<file path="src/rtl/unidade_controle_mc_pkg.sv">
// uc_pkg: shared types and encodings for the multicycle control unit.
//   state_t    - 5-bit FSM state codes (also exported on state_o for debug)
//   alu_fct_t  - ALU operation codes driven on alu_fct
//   OP_*/F3_*  - instruction field encodings recognised by DECODE
//   PC_*, M2R_*, A_*, B_* - datapath mux select codes
//   CAUSE_*    - trap cause codes
package uc_pkg;

   typedef enum logic [4:0] {
      S_RESET   = 5'd0,
      S_FETCH   = 5'd1,
      S_DECODE  = 5'd2,
      S_MEMADDR = 5'd3,
      S_MEMRD   = 5'd4,
      S_MEMWB   = 5'd5,
      S_MEMWR   = 5'd6,
      S_EXE_R   = 5'd7,
      S_EXE_I   = 5'd8,
      S_WB_ALU  = 5'd9,
      S_BRANCH  = 5'd10,
      S_LUI     = 5'd11,
      S_JAL     = 5'd12,
      S_TRAP    = 5'd13
   } state_t;

   typedef enum logic [2:0] {
      FCT_PASS = 3'd0,
      FCT_ADD  = 3'd1,
      FCT_SUB  = 3'd2,
      FCT_AND  = 3'd3,
      FCT_OR   = 3'd4,
      FCT_SLT  = 3'd6
   } alu_fct_t;

   localparam logic [6:0] OP_R   = 7'b0110011;
   localparam logic [6:0] OP_I   = 7'b0010011;
   localparam logic [6:0] OP_LD  = 7'b0000011;
   localparam logic [6:0] OP_SD  = 7'b0100011;
   localparam logic [6:0] OP_BR  = 7'b1100011;
   localparam logic [6:0] OP_LUI = 7'b0110111;
   localparam logic [6:0] OP_JAL = 7'b1101111;

   localparam logic [2:0] F3_DW  = 3'b011;
   localparam logic [2:0] F3_BEQ = 3'b000;
   localparam logic [2:0] F3_BNE = 3'b001;
   localparam logic [2:0] F3_BLT = 3'b100;
   localparam logic [2:0] F3_BGE = 3'b101;

   localparam logic [1:0] PC_ALU  = 2'd0;
   localparam logic [1:0] PC_AOUT = 2'd1;
   localparam logic [1:0] PC_TRAP = 2'd2;

   localparam logic [1:0] M2R_AOUT = 2'd0;
   localparam logic [1:0] M2R_MDR  = 2'd1;
   localparam logic [1:0] M2R_IMM  = 2'd2;
   localparam logic [1:0] M2R_PC   = 2'd3;

   localparam logic [1:0] A_PC  = 2'd0;
   localparam logic [1:0] A_REG = 2'd1;

   localparam logic [1:0] B_REG  = 2'd0;
   localparam logic [1:0] B_4    = 2'd1;
   localparam logic [1:0] B_IMM  = 2'd2;
   localparam logic [1:0] B_IMM1 = 2'd3;

   localparam logic [1:0] CAUSE_NONE = 2'd0;
   localparam logic [1:0] CAUSE_ILL  = 2'd1;
   localparam logic [1:0] CAUSE_TMO  = 2'd2;

   // R-type operation; FCT_PASS doubles as "not a supported encoding".
   function automatic alu_fct_t r_fct(input logic [2:0] f3, input logic [6:0] f7);
      case ({f7, f3})
         10'b0000000_000: r_fct = FCT_ADD;
         10'b0100000_000: r_fct = FCT_SUB;
         10'b0000000_111: r_fct = FCT_AND;
         10'b0000000_110: r_fct = FCT_OR;
         10'b0000000_010: r_fct = FCT_SLT;
         default:         r_fct = FCT_PASS;
      endcase
   endfunction

   // I-type operation (addi/slti only); FCT_PASS means unsupported.
   function automatic alu_fct_t i_fct(input logic [2:0] f3);
      case (f3)
         3'b000:  i_fct = FCT_ADD;
         3'b010:  i_fct = FCT_SLT;
         default: i_fct = FCT_PASS;
      endcase
   endfunction

   function automatic logic br_legal(input logic [2:0] f3);
      br_legal = (f3 == F3_BEQ) || (f3 == F3_BNE) || (f3 == F3_BLT) || (f3 == F3_BGE);
   endfunction

endpackage

</file>
<file path="src/rtl/unidade_controle_mc_if.sv">
// uc_mem_if: memory request/ready handshake between control unit and memory.
//   mem_req   - access requested this cycle (master -> slave)
//   mem_we    - access is a write           (master -> slave)
//   mem_ready - access completed this cycle (slave -> master)
interface uc_mem_if;
   logic mem_req;
   logic mem_we;
   logic mem_ready;

   modport master (output mem_req, output mem_we, input mem_ready);
   modport slave  (input mem_req, input mem_we, output mem_ready);
endinterface

</file>
<file path="src/rtl/unidade_controle_mc_wait_timer.sv">
// uc_wait_timer: counts consecutive cycles a memory access is left waiting.
//   clk, reset  - clock / async active-low reset
//   wait_i      - FSM is in a state that waits on mem_ready
//   ready_i     - mem_ready this cycle
//   expired_o   - this waiting cycle is the MEM_TIMEOUT-th without ready
// The counter is zero whenever the FSM is outside a wait state or the access
// completes, so every entry into a wait state starts from zero.
module uc_wait_timer #(
   parameter int unsigned MEM_TIMEOUT = 16
) (
   input  logic clk,
   input  logic reset,
   input  logic wait_i,
   input  logic ready_i,
   output logic expired_o
);

   logic [7:0] cnt_q, cnt_d;

   always_comb begin
      cnt_d = cnt_q;
      if (!wait_i || ready_i)  cnt_d = 8'd0;
      else if (cnt_q != 8'hFF) cnt_d = cnt_q + 8'd1;
   end

   always_ff @(posedge clk or negedge reset) begin
      if (!reset) cnt_q <= 8'd0;
      else        cnt_q <= cnt_d;
   end

   // Fires on the cycle the count would reach MEM_TIMEOUT; ready in that
   // same cycle suppresses it so the access completes instead.
   assign expired_o = (MEM_TIMEOUT != 0) && wait_i && !ready_i &&
                      (({1'b0, cnt_q} + 9'd1) >= 9'(MEM_TIMEOUT));

endmodule

</file>
<file path="src/rtl/unidade_controle_mc.sv">
// unidade_controle_mc: multicycle control FSM for the RV64 datapath.
//   clk, reset                 - clock / async active-low reset
//   opcode, func3, func7       - IR decode fields
//   alu_zero, alu_lt           - ALU flags used for branch resolution
//   mem (uc_mem_if.master)     - mem_req / mem_we out, mem_ready in
//   state_o                    - current state (debug)
//   ir_load..load_epc          - datapath register enables
//   pc_src, mem_to_reg, alu_src_a, alu_src_b, alu_fct - mux selects / ALU op
//   trap, trap_cause           - trap entry pulse / latched cause
module unidade_controle_mc
   import uc_pkg::*;
#(
   parameter int unsigned MEM_TIMEOUT = 16,
   parameter int unsigned ALU_FCT_W   = 3,
   parameter int unsigned ENABLE_JAL  = 1
) (
   input  logic                 clk,
   input  logic                 reset,
   input  logic [6:0]           opcode,
   input  logic [2:0]           func3,
   input  logic [6:0]           func7,
   input  logic                 alu_zero,
   input  logic                 alu_lt,
   uc_mem_if.master             mem,
   output logic [4:0]           state_o,
   output logic                 ir_load,
   output logic                 pc_write,
   output logic                 reg_write,
   output logic                 load_a,
   output logic                 load_b,
   output logic                 load_aout,
   output logic                 load_mdr,
   output logic                 load_epc,
   output logic [1:0]           pc_src,
   output logic [1:0]           mem_to_reg,
   output logic [1:0]           alu_src_a,
   output logic [1:0]           alu_src_b,
   output logic [ALU_FCT_W-1:0] alu_fct,
   output logic                 trap,
   output logic [1:0]           trap_cause
);

   state_t     state_q, state_d;
   logic [1:0] trap_cause_q, cause_d;
   logic       in_wait, tmo_expired;
   alu_fct_t   fct_c;

   assign in_wait = (state_q == S_FETCH) || (state_q == S_MEMRD) || (state_q == S_MEMWR);

   uc_wait_timer #(.MEM_TIMEOUT(MEM_TIMEOUT)) u_timer (
      .clk       (clk),
      .reset     (reset),
      .wait_i    (in_wait),
      .ready_i   (mem.mem_ready),
      .expired_o (tmo_expired)
   );

   // State register; trap_cause is latched on entry so it is already valid
   // during the TRAP cycle.
   always_ff @(posedge clk or negedge reset) begin
      if (!reset) begin
         state_q      <= S_RESET;
         trap_cause_q <= CAUSE_NONE;
      end else begin
         state_q      <= state_d;
         trap_cause_q <= cause_d;
      end
   end

   always_comb begin
      state_d = state_q;
      cause_d = trap_cause_q;
      case (state_q)
         S_RESET: state_d = S_FETCH;
         S_FETCH, S_MEMRD, S_MEMWR: begin
            if (mem.mem_ready) begin
               state_d = (state_q == S_FETCH) ? S_DECODE :
                         (state_q == S_MEMRD) ? S_MEMWB  : S_FETCH;
            end else if (tmo_expired) begin
               state_d = S_TRAP;
               cause_d = CAUSE_TMO;
            end
         end
         S_DECODE: begin
            case (opcode)
               OP_R:         state_d = (r_fct(func3, func7) != FCT_PASS) ? S_EXE_R : S_TRAP;
               OP_I:         state_d = (i_fct(func3) != FCT_PASS) ? S_EXE_I : S_TRAP;
               OP_LD, OP_SD: state_d = (func3 == F3_DW) ? S_MEMADDR : S_TRAP;
               OP_BR:        state_d = br_legal(func3) ? S_BRANCH : S_TRAP;
               OP_LUI:       state_d = S_LUI;
               OP_JAL:       state_d = (ENABLE_JAL != 0) ? S_JAL : S_TRAP;
               default:      state_d = S_TRAP;
            endcase
            if (state_d == S_TRAP) cause_d = CAUSE_ILL;
         end
         S_MEMADDR:        state_d = (opcode == OP_SD) ? S_MEMWR : S_MEMRD;
         S_EXE_R, S_EXE_I: state_d = S_WB_ALU;
         default:          state_d = S_FETCH;  // single-cycle states and unused codes
      endcase
   end

   always_comb begin
      mem.mem_req = 1'b0;
      mem.mem_we  = 1'b0;
      ir_load     = 1'b0;
      pc_write    = 1'b0;
      reg_write   = 1'b0;
      load_a      = 1'b0;
      load_b      = 1'b0;
      load_aout   = 1'b0;
      load_mdr    = 1'b0;
      load_epc    = 1'b0;
      pc_src      = PC_ALU;
      mem_to_reg  = M2R_AOUT;
      alu_src_a   = A_PC;
      alu_src_b   = B_REG;
      fct_c       = FCT_PASS;
      trap        = 1'b0;
      case (state_q)
         S_FETCH: begin
            mem.mem_req = 1'b1;
            alu_src_b   = B_4;
            fct_c       = FCT_ADD;
            ir_load     = mem.mem_ready;
            pc_write    = mem.mem_ready;
         end
         S_DECODE: begin
            // Speculative branch target PC + (imm<<1) parked in AluOut.
            load_a    = 1'b1;
            load_b    = 1'b1;
            load_aout = 1'b1;
            alu_src_b = B_IMM1;
            fct_c     = FCT_ADD;
         end
         S_MEMADDR: begin
            alu_src_a = A_REG;
            alu_src_b = B_IMM;
            fct_c     = FCT_ADD;
            load_aout = 1'b1;
         end
         S_MEMRD: begin
            mem.mem_req = 1'b1;
            load_mdr    = mem.mem_ready;
         end
         S_MEMWB: begin
            reg_write  = 1'b1;
            mem_to_reg = M2R_MDR;
         end
         S_MEMWR: begin
            mem.mem_req = 1'b1;
            mem.mem_we  = 1'b1;
         end
         S_EXE_R: begin
            alu_src_a = A_REG;
            fct_c     = r_fct(func3, func7);
            load_aout = 1'b1;
         end
         S_EXE_I: begin
            alu_src_a = A_REG;
            alu_src_b = B_IMM;
            fct_c     = i_fct(func3);
            load_aout = 1'b1;
         end
         S_WB_ALU: reg_write = 1'b1;
         S_BRANCH: begin
            alu_src_a = A_REG;
            fct_c     = FCT_SUB;
            pc_src    = PC_AOUT;
            case (func3)
               F3_BEQ:  pc_write = alu_zero;
               F3_BNE:  pc_write = !alu_zero;
               F3_BLT:  pc_write = alu_lt;
               F3_BGE:  pc_write = !alu_lt;
               default: pc_write = 1'b0;
            endcase
         end
         S_LUI: begin
            reg_write  = 1'b1;
            mem_to_reg = M2R_IMM;
         end
         S_JAL: begin
            reg_write  = 1'b1;
            mem_to_reg = M2R_PC;
            pc_write   = 1'b1;
            pc_src     = PC_AOUT;
         end
         S_TRAP: begin
            trap     = 1'b1;
            load_epc = 1'b1;
            pc_write = 1'b1;
            pc_src   = PC_TRAP;
         end
         default: ;
      endcase
   end

   assign state_o    = state_q;
   assign alu_fct    = ALU_FCT_W'(fct_c);
   assign trap_cause = trap_cause_q;

endmodule

</file>
<file path="src/flat_wrapper.sv">
// flat-port wrapper written by rule: the top's interface ports become plain ports
module unidade_controle_mc_flat import uc_pkg::*;
#(
   parameter int unsigned MEM_TIMEOUT = 16,
   parameter int unsigned ALU_FCT_W   = 3,
   parameter int unsigned ENABLE_JAL  = 1
)
  (clk, reset, opcode, func3, func7, alu_zero, alu_lt, state_o, ir_load, pc_write, reg_write, load_a, load_b, load_aout, load_mdr, load_epc, pc_src, mem_to_reg, alu_src_a, alu_src_b, alu_fct, trap, trap_cause, mem_mem_req, mem_mem_we, mem_mem_ready);
  uc_mem_if mem_i ();
  input  logic clk;
  input  logic reset;
  input  logic [6:0] opcode;
  input  logic [2:0] func3;
  input  logic [6:0] func7;
  input  logic alu_zero;
  input  logic alu_lt;
  output logic [4:0] state_o;
  output logic ir_load;
  output logic pc_write;
  output logic reg_write;
  output logic load_a;
  output logic load_b;
  output logic load_aout;
  output logic load_mdr;
  output logic load_epc;
  output logic [1:0] pc_src;
  output logic [1:0] mem_to_reg;
  output logic [1:0] alu_src_a;
  output logic [1:0] alu_src_b;
  output logic [ALU_FCT_W-1:0] alu_fct;
  output logic trap;
  output logic [1:0] trap_cause;
  output wire logic [$bits(mem_i.mem_req)-1:0] mem_mem_req;
  output wire logic [$bits(mem_i.mem_we)-1:0] mem_mem_we;
  input wire logic [$bits(mem_i.mem_ready)-1:0] mem_mem_ready;
  assign mem_mem_req = mem_i.mem_req;
  assign mem_mem_we = mem_i.mem_we;
  assign mem_i.mem_ready = mem_mem_ready;
  unidade_controle_mc #(.MEM_TIMEOUT(MEM_TIMEOUT), .ALU_FCT_W(ALU_FCT_W), .ENABLE_JAL(ENABLE_JAL)) u_core (.clk(clk), .reset(reset), .opcode(opcode), .func3(func3), .func7(func7), .alu_zero(alu_zero), .alu_lt(alu_lt), .mem(mem_i), .state_o(state_o), .ir_load(ir_load), .pc_write(pc_write), .reg_write(reg_write), .load_a(load_a), .load_b(load_b), .load_aout(load_aout), .load_mdr(load_mdr), .load_epc(load_epc), .pc_src(pc_src), .mem_to_reg(mem_to_reg), .alu_src_a(alu_src_a), .alu_src_b(alu_src_b), .alu_fct(alu_fct), .trap(trap), .trap_cause(trap_cause));
endmodule
</file>
<file path="config.mk">
export PLATFORM = sky130hd
export DESIGN_NAME = unidade_controle_mc_flat
export DESIGN_NICKNAME = d
export VERILOG_FILES = /design/src/rtl/unidade_controle_mc_pkg.sv /design/src/rtl/unidade_controle_mc_if.sv /design/src/rtl/unidade_controle_mc_wait_timer.sv /design/src/rtl/unidade_controle_mc.sv /design/src/flat_wrapper.sv
export SDC_FILE = /design/constraint.sdc
export NUM_CORES = 1
export LEC_CHECK = 0
export ABC_CLOCK_PERIOD_IN_PS = 5400
export CORE_UTILIZATION = 30
export CTS_BUF_LIST = sky130_fd_sc_hd__clkbuf_16
export CTS_CLUSTER_DIAMETER = 50
export DETAILED_ROUTE_END_ITERATION = 10
export GPL_ROUTABILITY_DRIVEN = 0
export PLACE_DENSITY = 0.67
export SYNTH_ARGS = -nofsm -noshare
export SYNTH_HDL_FRONTEND = slang
export SYNTH_SLANG_ARGS = --single-unit
export TNS_END_PERCENT = 10
</file>
<file path="constraint.sdc">
create_clock -name clk -period 5.4 [get_ports clk]
set_clock_uncertainty 0.1 [all_clocks]
set_input_delay 1.62 -clock clk [delete_from_list [all_inputs] [get_ports clk]]
set_output_delay 1.62 -clock clk [all_outputs]
set_load 0.03 [all_outputs]
</file>
==> metrics.txt, run 1 <==
# TYPE chip_impl_metric gauge
chip_impl_metric{name="number_of_antenna_repair_diodes",unit=""} 0
chip_impl_metric{name="grt_pass1_wl",unit="mm"} 6.33
chip_impl_metric{name="worst_path_clk_slew",unit="ns"} 0.04
chip_impl_metric{name="total_number_of_vias",unit=""} 1506
chip_impl_metric{name="die_area",unit="sq um"} 5060
chip_impl_metric{name="crit_path_time_final",unit="ns"} 5.21
chip_impl_metric{name="grt_max_degree",unit=""} 23
chip_impl_metric{name="p_leak",unit="uW"} 0.000743
chip_impl_info{name="worstSetupStartpointType",value="input pin"} 1
chip_impl_metric{name="cts_repair_resize_count",unit=""} 0
chip_impl_metric{name="ir_worst_vdd",unit="mV"} 0.167
chip_impl_metric{name="yosys.cell_types.count",unit=""} 59
chip_impl_metric{name="post_drt_via_cell_ratio",unit=""} 5.44
chip_impl_metric{name="crit_fanout",unit=""} 4
chip_impl_metric{name="maxCapViolations",unit=""} 0
chip_impl_metric{name="yosys.area_share.adder",unit=""} 0.0175
chip_impl_metric{name="ys_seq_area_frac",unit=""} 0.244
chip_impl_metric{name="antenna_found_initial",unit=""} 0
chip_impl_metric{name="timing.final.setup_violations",unit=""} 0
chip_impl_metric{name="grtUsageTotal",unit=""} 0.153
chip_impl_info{name="final_common_cell",value="sky130_fd_sc_hd__clkdlybuf4s50_1"} 1
chip_impl_info{name="grt-busiest-layer",value="met2"} 1
chip_impl_metric{name="netlist_area",unit="sq um"} 1430
chip_impl_metric{name="core_region_area",unit="sq um"} 4470
chip_impl_metric{name="overflow",unit=""} 0
chip_impl_metric{name="drt_first_iter_violations",unit=""} 77
chip_impl_metric{name="syn_area_per_cell",unit="sq um"} 7.59
chip_impl_metric{name="synthArstFlopShare",unit=""} 1.00
chip_impl_metric{name="worst_ep_required_time",unit="ns"} 3.68
chip_impl_metric{name="area_growth_syn_to_layout",unit="%"} 37.3
chip_impl_metric{name="met1_usage",unit=""} 0.219
chip_impl_metric{name="wire_per_inst",unit="um"} 13.1
chip_impl_info{name="end_kind",value="output pin"} 1
chip_impl_metric{name="fraction_of_final_layout_cells_sized_beyond_drive_strength_1",unit=""} 0.0844
chip_impl_metric{name="drt_wl_total",unit="mm"} 3.62
chip_impl_info{name="grt_setup_unrepaired",value="no"} 1
chip_impl_metric{name="ys_seq_elements",unit=""} 14
chip_impl_info{name="most-common-layout-cells",value="45 x sky130_fd_sc_hd__clkdlybuf4s50_1, 17 x sky130_fd_sc_hd__nor2_1, 14 x sky130_fd_sc_hd__a21oi_1, 14 x sky130_fd_sc_hd__dfrtp_1, 12 x sky130_fd_sc_hd__nand2_1"} 1
chip_impl_metric{name="synth_xor_area_frac",unit=""} 0.0489
chip_impl_metric{name="synth_cells",unit=""} 189
chip_impl_metric{name="synth_edf_count",unit=""} 0
chip_impl_metric{name="power",unit="uW"} 877
chip_impl_info{name="crit_slowest_cell",value="sky130_fd_sc_hd__or4_1"} 1
chip_impl_info{name="worst-setup-path-type",value="in -> out"} 1
chip_impl_metric{name="place_worst_setup_slack",unit="ns"} 0.183
chip_impl_metric{name="synth_simple_gate_area_share",unit=""} 0.300
chip_impl_metric{name="finish.cell_count_without_fillers",unit=""} 277
chip_impl_metric{name="synthesis.yosys.warnings",unit=""} 0
chip_impl_metric{name="cts_sinks",unit=""} 14
chip_impl_metric{name="floorplan.die.width",unit="um"} 71.1
chip_impl_metric{name="final.period_utilization",unit=""} 0.964
chip_impl_info{name="worstHoldPathType",value="reg -> reg"} 1
chip_impl_metric{name="floorplan.rows",unit=""} 24
chip_impl_metric{name="drtAntennaViolNets",unit=""} 0
chip_impl_metric{name="slew_violations",unit=""} 0
chip_impl_metric{name="power.density",unit="nW/um^2"} 445
chip_impl_metric{name="via_count_of_the_first_global_routing_pass",unit=""} 1357
chip_impl_metric{name="global_route.usage.met2",unit=""} 0.246
chip_impl_metric{name="ctsLongestPathBuffers",unit=""} 2
chip_impl_metric{name="final.setup.worst_slack",unit="ns"} 0.192
chip_impl_metric{name="final_nets",unit=""} 251
chip_impl_metric{name="totalNegativeSetupSlack",unit="ns"} 0
chip_impl_metric{name="actual_transition_at_the_worst_max_transition_pin",unit="ns"} 0.687
chip_impl_info{name="synth_top_family_by_area",value="simple AND/OR/NAND/NOR gates"} 1
chip_impl_metric{name="timing.fmax",unit="MHz"} 192
chip_impl_metric{name="cts-htree-levels",unit=""} 1
chip_impl_info{name="run_status",value="finished, violations left"} 1
chip_impl_metric{name="yosys-mux-area-fraction",unit=""} 0.0366
chip_impl_info{name="cts_root_buffer",value="sky130_fd_sc_hd__clkbuf_16"} 1
chip_impl_metric{name="insertion_delay",unit="ns"} 0.24
chip_impl_metric{name="synth-compound-area-share",unit=""} 0.259
chip_impl_metric{name="numPortBuffers",unit=""} 48
chip_impl_metric{name="start_util",unit=""} 0.320
chip_impl_metric{name="half_perimeter_wire_length_of_the_detailed_placement_result",unit="mm"} 2.66
chip_impl_metric{name="max_stage_delay",unit="ns"} 0.53
chip_impl_info{name="violations_in_the_final_reports",value="design-rule violations"} 1
chip_impl_metric{name="number_of_hold_violations_in_the_final_report",unit=""} 0
chip_impl_metric{name="post_cts_buffers",unit=""} 0
chip_impl_metric{name="firstDrtPassIters",unit=""} 7
chip_impl_metric{name="design.portCount",unit=""} 51
chip_impl_metric{name="met3_usage",unit=""} 0.0142
chip_impl_metric{name="max_transition_margin",unit=""} 0.542
chip_impl_metric{name="die_h",unit="um"} 71.1
chip_impl_info{name="postSynth.topFlopCell",value="sky130_fd_sc_hd__dfrtp_1"} 1
chip_impl_metric{name="drc",unit=""} 3
chip_impl_metric{name="cts_made_buffers",unit=""} 3
chip_impl_info{name="crit_path_cell_trace",value="clkdlybuf4s50_1, or4_1, nor3_2, nand2_1, o31ai_1, a21oi_1, o22ai_1, buf_4"} 1
chip_impl_info{name="clock_tree_from_tritoncts",value="yes"} 1
chip_impl_metric{name="placed_instances",unit=""} 274
chip_impl_metric{name="cts_hold_buf",unit=""} 0
chip_impl_metric{name="cp_data_arrival_time",unit="ns"} 3.49
[flip-flops by register name, indices dropped and copies added (netlist names)]
name	count
u_core.state_o	4
u_core.trap_cause	2
u_core.u_timer.cnt_q	8
[cells in the mapped netlist (all sizes together), types with 4 or more instances]
library cell / n / area [sq um]
inv: 7 / 26.3
nand3: 5 / 25.0
buf: 11 / 72.6
clkbuf: 8 / 31.3
nor4: 4 / 31.3
nand4: 5 / 31.3
nor2b: 4 / 25.0
nand2: 12 / 45.0
o21ai: 12 / 60.1
a21oi: 14 / 70.1
nor2: 17 / 63.8
nor3: 11 / 60.1
nand2b: 6 / 37.5
dfrtp: 14 / 350
xor2: 5 / 43.8
[final timing paths]
path                                 startpoint                      end  slack, ns  cells after the start
setup / recovery                       func7[1]               alu_fct[0]       0.19                      8
hold / removal             u_core.trap_cause[0]     u_core.trap_cause[0]       0.39                      1
setup reg to reg              u_core.state_o[2]        u_core.state_o[2]       3.09                      6
hold reg to reg            u_core.trap_cause[0]     u_core.trap_cause[0]       0.39                      1
max in group asynchronous                 reset        u_core.state_o[3]       3.14                      1
min in group asynchronous                 reset  u_core.u_timer.cnt_q[2]       1.67                      1
[final cells by class]
type                       instances  area, sq um
fill                             459         2500
multi-input combinational        150          957
timing repair buffer              51          495
sequential                        14          350
clock buffer                       3         75.1
tap                               52         65.1
inverter                           7         26.3
[cell families after synthesis]
| kind of cell | Yosys count |
|---|---|
| AND/OR/NAND/NOR | 78 |
| XOR/XNOR | 8 |
| multiplexers | 5 |
| flip-flops | 14 |
| buffers and inverters | 26 |
| adder cells (fa/ha/maj) | 2 |
| AO/OA/AOI/OAI | 55 |
| other | 1 |
[critical path, delay by kind of cell]
kind | cells | cell delay [ns]
AO/OA/AOI/OAI | 3 | 0.46
buffers and inverters | 2 | 0.58
AND/OR/NAND/NOR | 3 | 0.84
[per-layer routing]
metal	vias up	routed length, um	part of all wire
met2	45	1660	0.46
met4	0	22	0.0061
met5	-	0	0
met3	2	138	0.038
li1	768	-	-
met1	691	1800	0.50
[stage by stage]
stage                     hold slack (ns)   util  cell area, sq um
after floorplan                     0.427      -              1440
after global placement              0.388  0.423              1890
after detailed placement            0.384  0.423              1890
after CTS                           0.398  0.440              1970
after global routing                0.417  0.440              1970
final                               0.392  0.440              1970
[report_power, final]
| group | internal (uW) | switching [uW] |
|---|---|---|
| combinational | 231 | 308 |
| clock | 96.6 | 39.6 |
| sequential | 123 | 79.4 |
| total | 450 | 427 |
Power figures use the tool's default switching activity.
==> run 2: changes to the inputs <==
--- a/config.mk
+++ b/config.mk
@@ -6,12 +6,13 @@
 export NUM_CORES = 1
 export LEC_CHECK = 0
 export ABC_CLOCK_PERIOD_IN_PS = 5400
-export CORE_UTILIZATION = 30
+export CORE_MARGIN = 1.5
+export CORE_UTILIZATION = 40
 export CTS_BUF_LIST = sky130_fd_sc_hd__clkbuf_16
 export CTS_CLUSTER_DIAMETER = 50
 export DETAILED_ROUTE_END_ITERATION = 10
 export GPL_ROUTABILITY_DRIVEN = 0
-export PLACE_DENSITY = 0.67
+export PLACE_DENSITY = 0.83
 export SYNTH_ARGS = -nofsm -noshare
 export SYNTH_HDL_FRONTEND = slang
 export SYNTH_SLANG_ARGS = --single-unit
==> metrics.txt, run 2 (synthesis gave the netlist of run 1 again) <==
# TYPE chip_impl_metric gauge
chip_impl_metric{name="final_nets",unit=""} 251
chip_impl_info{name="worstHoldPathType",value="reg -> reg"} 1
chip_impl_info{name="end_kind",value="output pin"} 1
chip_impl_metric{name="antenna_found_initial",unit=""} 0
chip_impl_metric{name="design.portCount",unit=""} 51
chip_impl_metric{name="cts_hold_buf",unit=""} 0
chip_impl_metric{name="drtAntennaViolNets",unit=""} 0
chip_impl_metric{name="final_cell_area",unit="sq um"} 1970
chip_impl_metric{name="drt_first_iter_violations",unit=""} 69
chip_impl_metric{name="core_region_area",unit="sq um"} 3390
chip_impl_info{name="clock_tree_from_tritoncts",value="yes"} 1
chip_impl_metric{name="crit_path_time_final",unit="ns"} 5.25
chip_impl_metric{name="via_count_of_the_first_global_routing_pass",unit=""} 1380
chip_impl_metric{name="maxCapViolations",unit=""} 0
chip_impl_metric{name="power.clock.fraction",unit=""} 0.153
chip_impl_metric{name="cts-htree-levels",unit=""} 1
chip_impl_metric{name="crit_fanout",unit=""} 4
chip_impl_metric{name="overflow",unit=""} 0
chip_impl_metric{name="actual_transition_at_the_worst_max_transition_pin",unit="ns"} 0.628
chip_impl_metric{name="switching_share",unit=""} 0.484
chip_impl_metric{name="grtUsageTotal",unit=""} 0.187
chip_impl_metric{name="cell_internal_pwr",unit="uW"} 450
chip_impl_metric{name="start_util",unit=""} 0.423
chip_impl_info{name="grt_setup_unrepaired",value="no"} 1
chip_impl_info{name="final_common_cell",value="sky130_fd_sc_hd__clkdlybuf4s50_1"} 1
chip_impl_metric{name="drt_wl_total",unit="mm"} 3.74
chip_impl_metric{name="total_number_of_vias",unit=""} 1556
chip_impl_metric{name="slew_violations",unit=""} 0
chip_impl_metric{name="die_area",unit="sq um"} 3950
chip_impl_metric{name="half_perimeter_wire_length_of_the_detailed_placement_result",unit="mm"} 2.74
chip_impl_metric{name="ctsLongestPathBuffers",unit=""} 2
chip_impl_metric{name="totalNegativeSetupSlack",unit="ns"} 0
chip_impl_metric{name="grt_pass1_wl",unit="mm"} 6.27
chip_impl_metric{name="area_growth_syn_to_layout",unit="%"} 37.3
chip_impl_metric{name="power_frac_seq",unit=""} 0.230
chip_impl_metric{name="worst_path_clk_slew",unit="ns"} 0.04
chip_impl_metric{name="post_drt_via_cell_ratio",unit=""} 5.74
chip_impl_metric{name="switching_power",unit="uW"} 421
chip_impl_metric{name="post_place_instance_area",unit="sq um"} 1890
chip_impl_metric{name="ir_worst_vdd",unit="mV"} 0.134
chip_impl_metric{name="die_h",unit="um"} 62.9
chip_impl_metric{name="wire_per_inst",unit="um"} 13.8
chip_impl_metric{name="floorplan.die.width",unit="um"} 62.9
chip_impl_metric{name="largest_register_ffs",unit=""} 8
chip_impl_metric{name="firstDrtPassIters",unit=""} 4
chip_impl_metric{name="cts_made_buffers",unit=""} 3
chip_impl_info{name="registers.top_by_ff_count",value="u_core.u_timer.cnt_q"} 1
chip_impl_metric{name="worst_ep_required_time",unit="ns"} 3.68
chip_impl_metric{name="drc",unit=""} 0
chip_impl_info{name="worstSetupStartpointType",value="input pin"} 1
chip_impl_metric{name="cts_sinks",unit=""} 14
chip_impl_info{name="most-common-layout-cells",value="45 x sky130_fd_sc_hd__clkdlybuf4s50_1, 17 x sky130_fd_sc_hd__nor2_1, 14 x sky130_fd_sc_hd__a21oi_1, 14 x sky130_fd_sc_hd__dfrtp_1, 12 x sky130_fd_sc_hd__nand2_1"} 1
chip_impl_metric{name="layout.filler_cells",unit=""} 301
chip_impl_metric{name="cp_data_arrival_time",unit="ns"} 3.53
chip_impl_metric{name="timing.final.setup_violations",unit=""} 0
chip_impl_metric{name="power.combinational.fraction",unit=""} 0.617
chip_impl_metric{name="insertion_delay",unit="ns"} 0.24
chip_impl_info{name="cts_root_buffer",value="sky130_fd_sc_hd__clkbuf_16"} 1
chip_impl_metric{name="fraction_of_final_layout_cells_sized_beyond_drive_strength_1",unit=""} 0.0844
chip_impl_info{name="run_status",value="completed"} 1
chip_impl_info{name="worst-setup-path-type",value="in -> out"} 1
chip_impl_metric{name="number_of_antenna_repair_diodes",unit=""} 0
chip_impl_metric{name="number_of_hold_violations_in_the_final_report",unit=""} 0
chip_impl_metric{name="floorplan.rows",unit=""} 21
chip_impl_metric{name="max_transition_margin",unit=""} 0.581
chip_impl_metric{name="grt_max_degree",unit=""} 23
chip_impl_metric{name="p_leak",unit="uW"} 0.000746
chip_impl_metric{name="final.period_utilization",unit=""} 0.972
chip_impl_metric{name="timing.fmax",unit="MHz"} 191
chip_impl_metric{name="power.density",unit="nW/um^2"} 443
chip_impl_metric{name="numPortBuffers",unit=""} 48
-- run 2: power by group through the flow --
stage	clock network, uW	registers, uW	logic [uW]
2_1_floorplan	0	169	386
3_3_place_gp	0	198	533
3_5_place_dp	0	200	536
4_1_cts	134	199	540
5_1_grt	143	208	578
6_report	133	200	538
-- run 2: repair_timing --
action / 4_1_cts / 5_1_grt
endpoints found under the setup margin: 0 / 1
resized for setup: 0 / 1
hold endpoints to repair: 0 / 0
buffers inserted: 0 / 0
-- run 2: cell type report --
cell class              instances  area (sq um)  share of cell area
repair buffers                 51           495               0.252
multi-input cells             150           963               0.490
clock buffers                   3          75.1              0.0381
flip-flops and latches         14           350               0.178
well taps                      46          57.6              0.0292
inverters                       7          26.3              0.0134
-- run 2: critical path, cell delays in order --
cell	delay [ns]
sky130_fd_sc_hd__clkdlybuf4s50_1	0.41
sky130_fd_sc_hd__or4_1	0.58
sky130_fd_sc_hd__nor3_4	0.20
sky130_fd_sc_hd__nand2_1	0.08
sky130_fd_sc_hd__o31ai_1	0.19
sky130_fd_sc_hd__a21oi_1	0.10
sky130_fd_sc_hd__o22ai_1	0.16
sky130_fd_sc_hd__buf_4	0.19
-- run 2: worst paths after layout --
| path | end | start | cells past startpoint | slack [ns] |
|---|---|---|---|---|
| setup / recovery | alu_fct[0] | func7[1] | 8 | 0.15 |
| hold / removal | u_core.trap_cause[0] | u_core.trap_cause[0] | 1 | 0.40 |
| setup reg to reg | u_core.trap_cause[1] | u_core.state_o[2] | 6 | 3.14 |
| hold reg to reg | u_core.trap_cause[0] | u_core.trap_cause[0] | 1 | 0.40 |
| max in group asynchronous | u_core.u_timer.cnt_q[5] | reset | 1 | 3.14 |
| min in group asynchronous | u_core.u_timer.cnt_q[2] | reset | 1 | 1.67 |
-- run 2: routing by layer --
layer / track usage / wire length, um
met3: 0.0216 / 129
met4: 0.0361 / 12
met5: 0 / 0
met2: 0.314 / 1860
met1: 0.258 / 1740
-- run 2: per-stage QoR --
step	hold WS (ns)	util	worst slack (ns)	power [uW]	instances
4_1_cts	0.409	0.579	0.124	874	271
6_report	0.399	0.581	0.153	871	271
2_1_floorplan	0.427	-	0.490	555	190
3_5_place_dp	0.400	0.557	0.130	736	268
3_3_place_gp	0.375	0.557	0.228	730	268
5_1_grt	0.427	0.581	0.0616	928	271
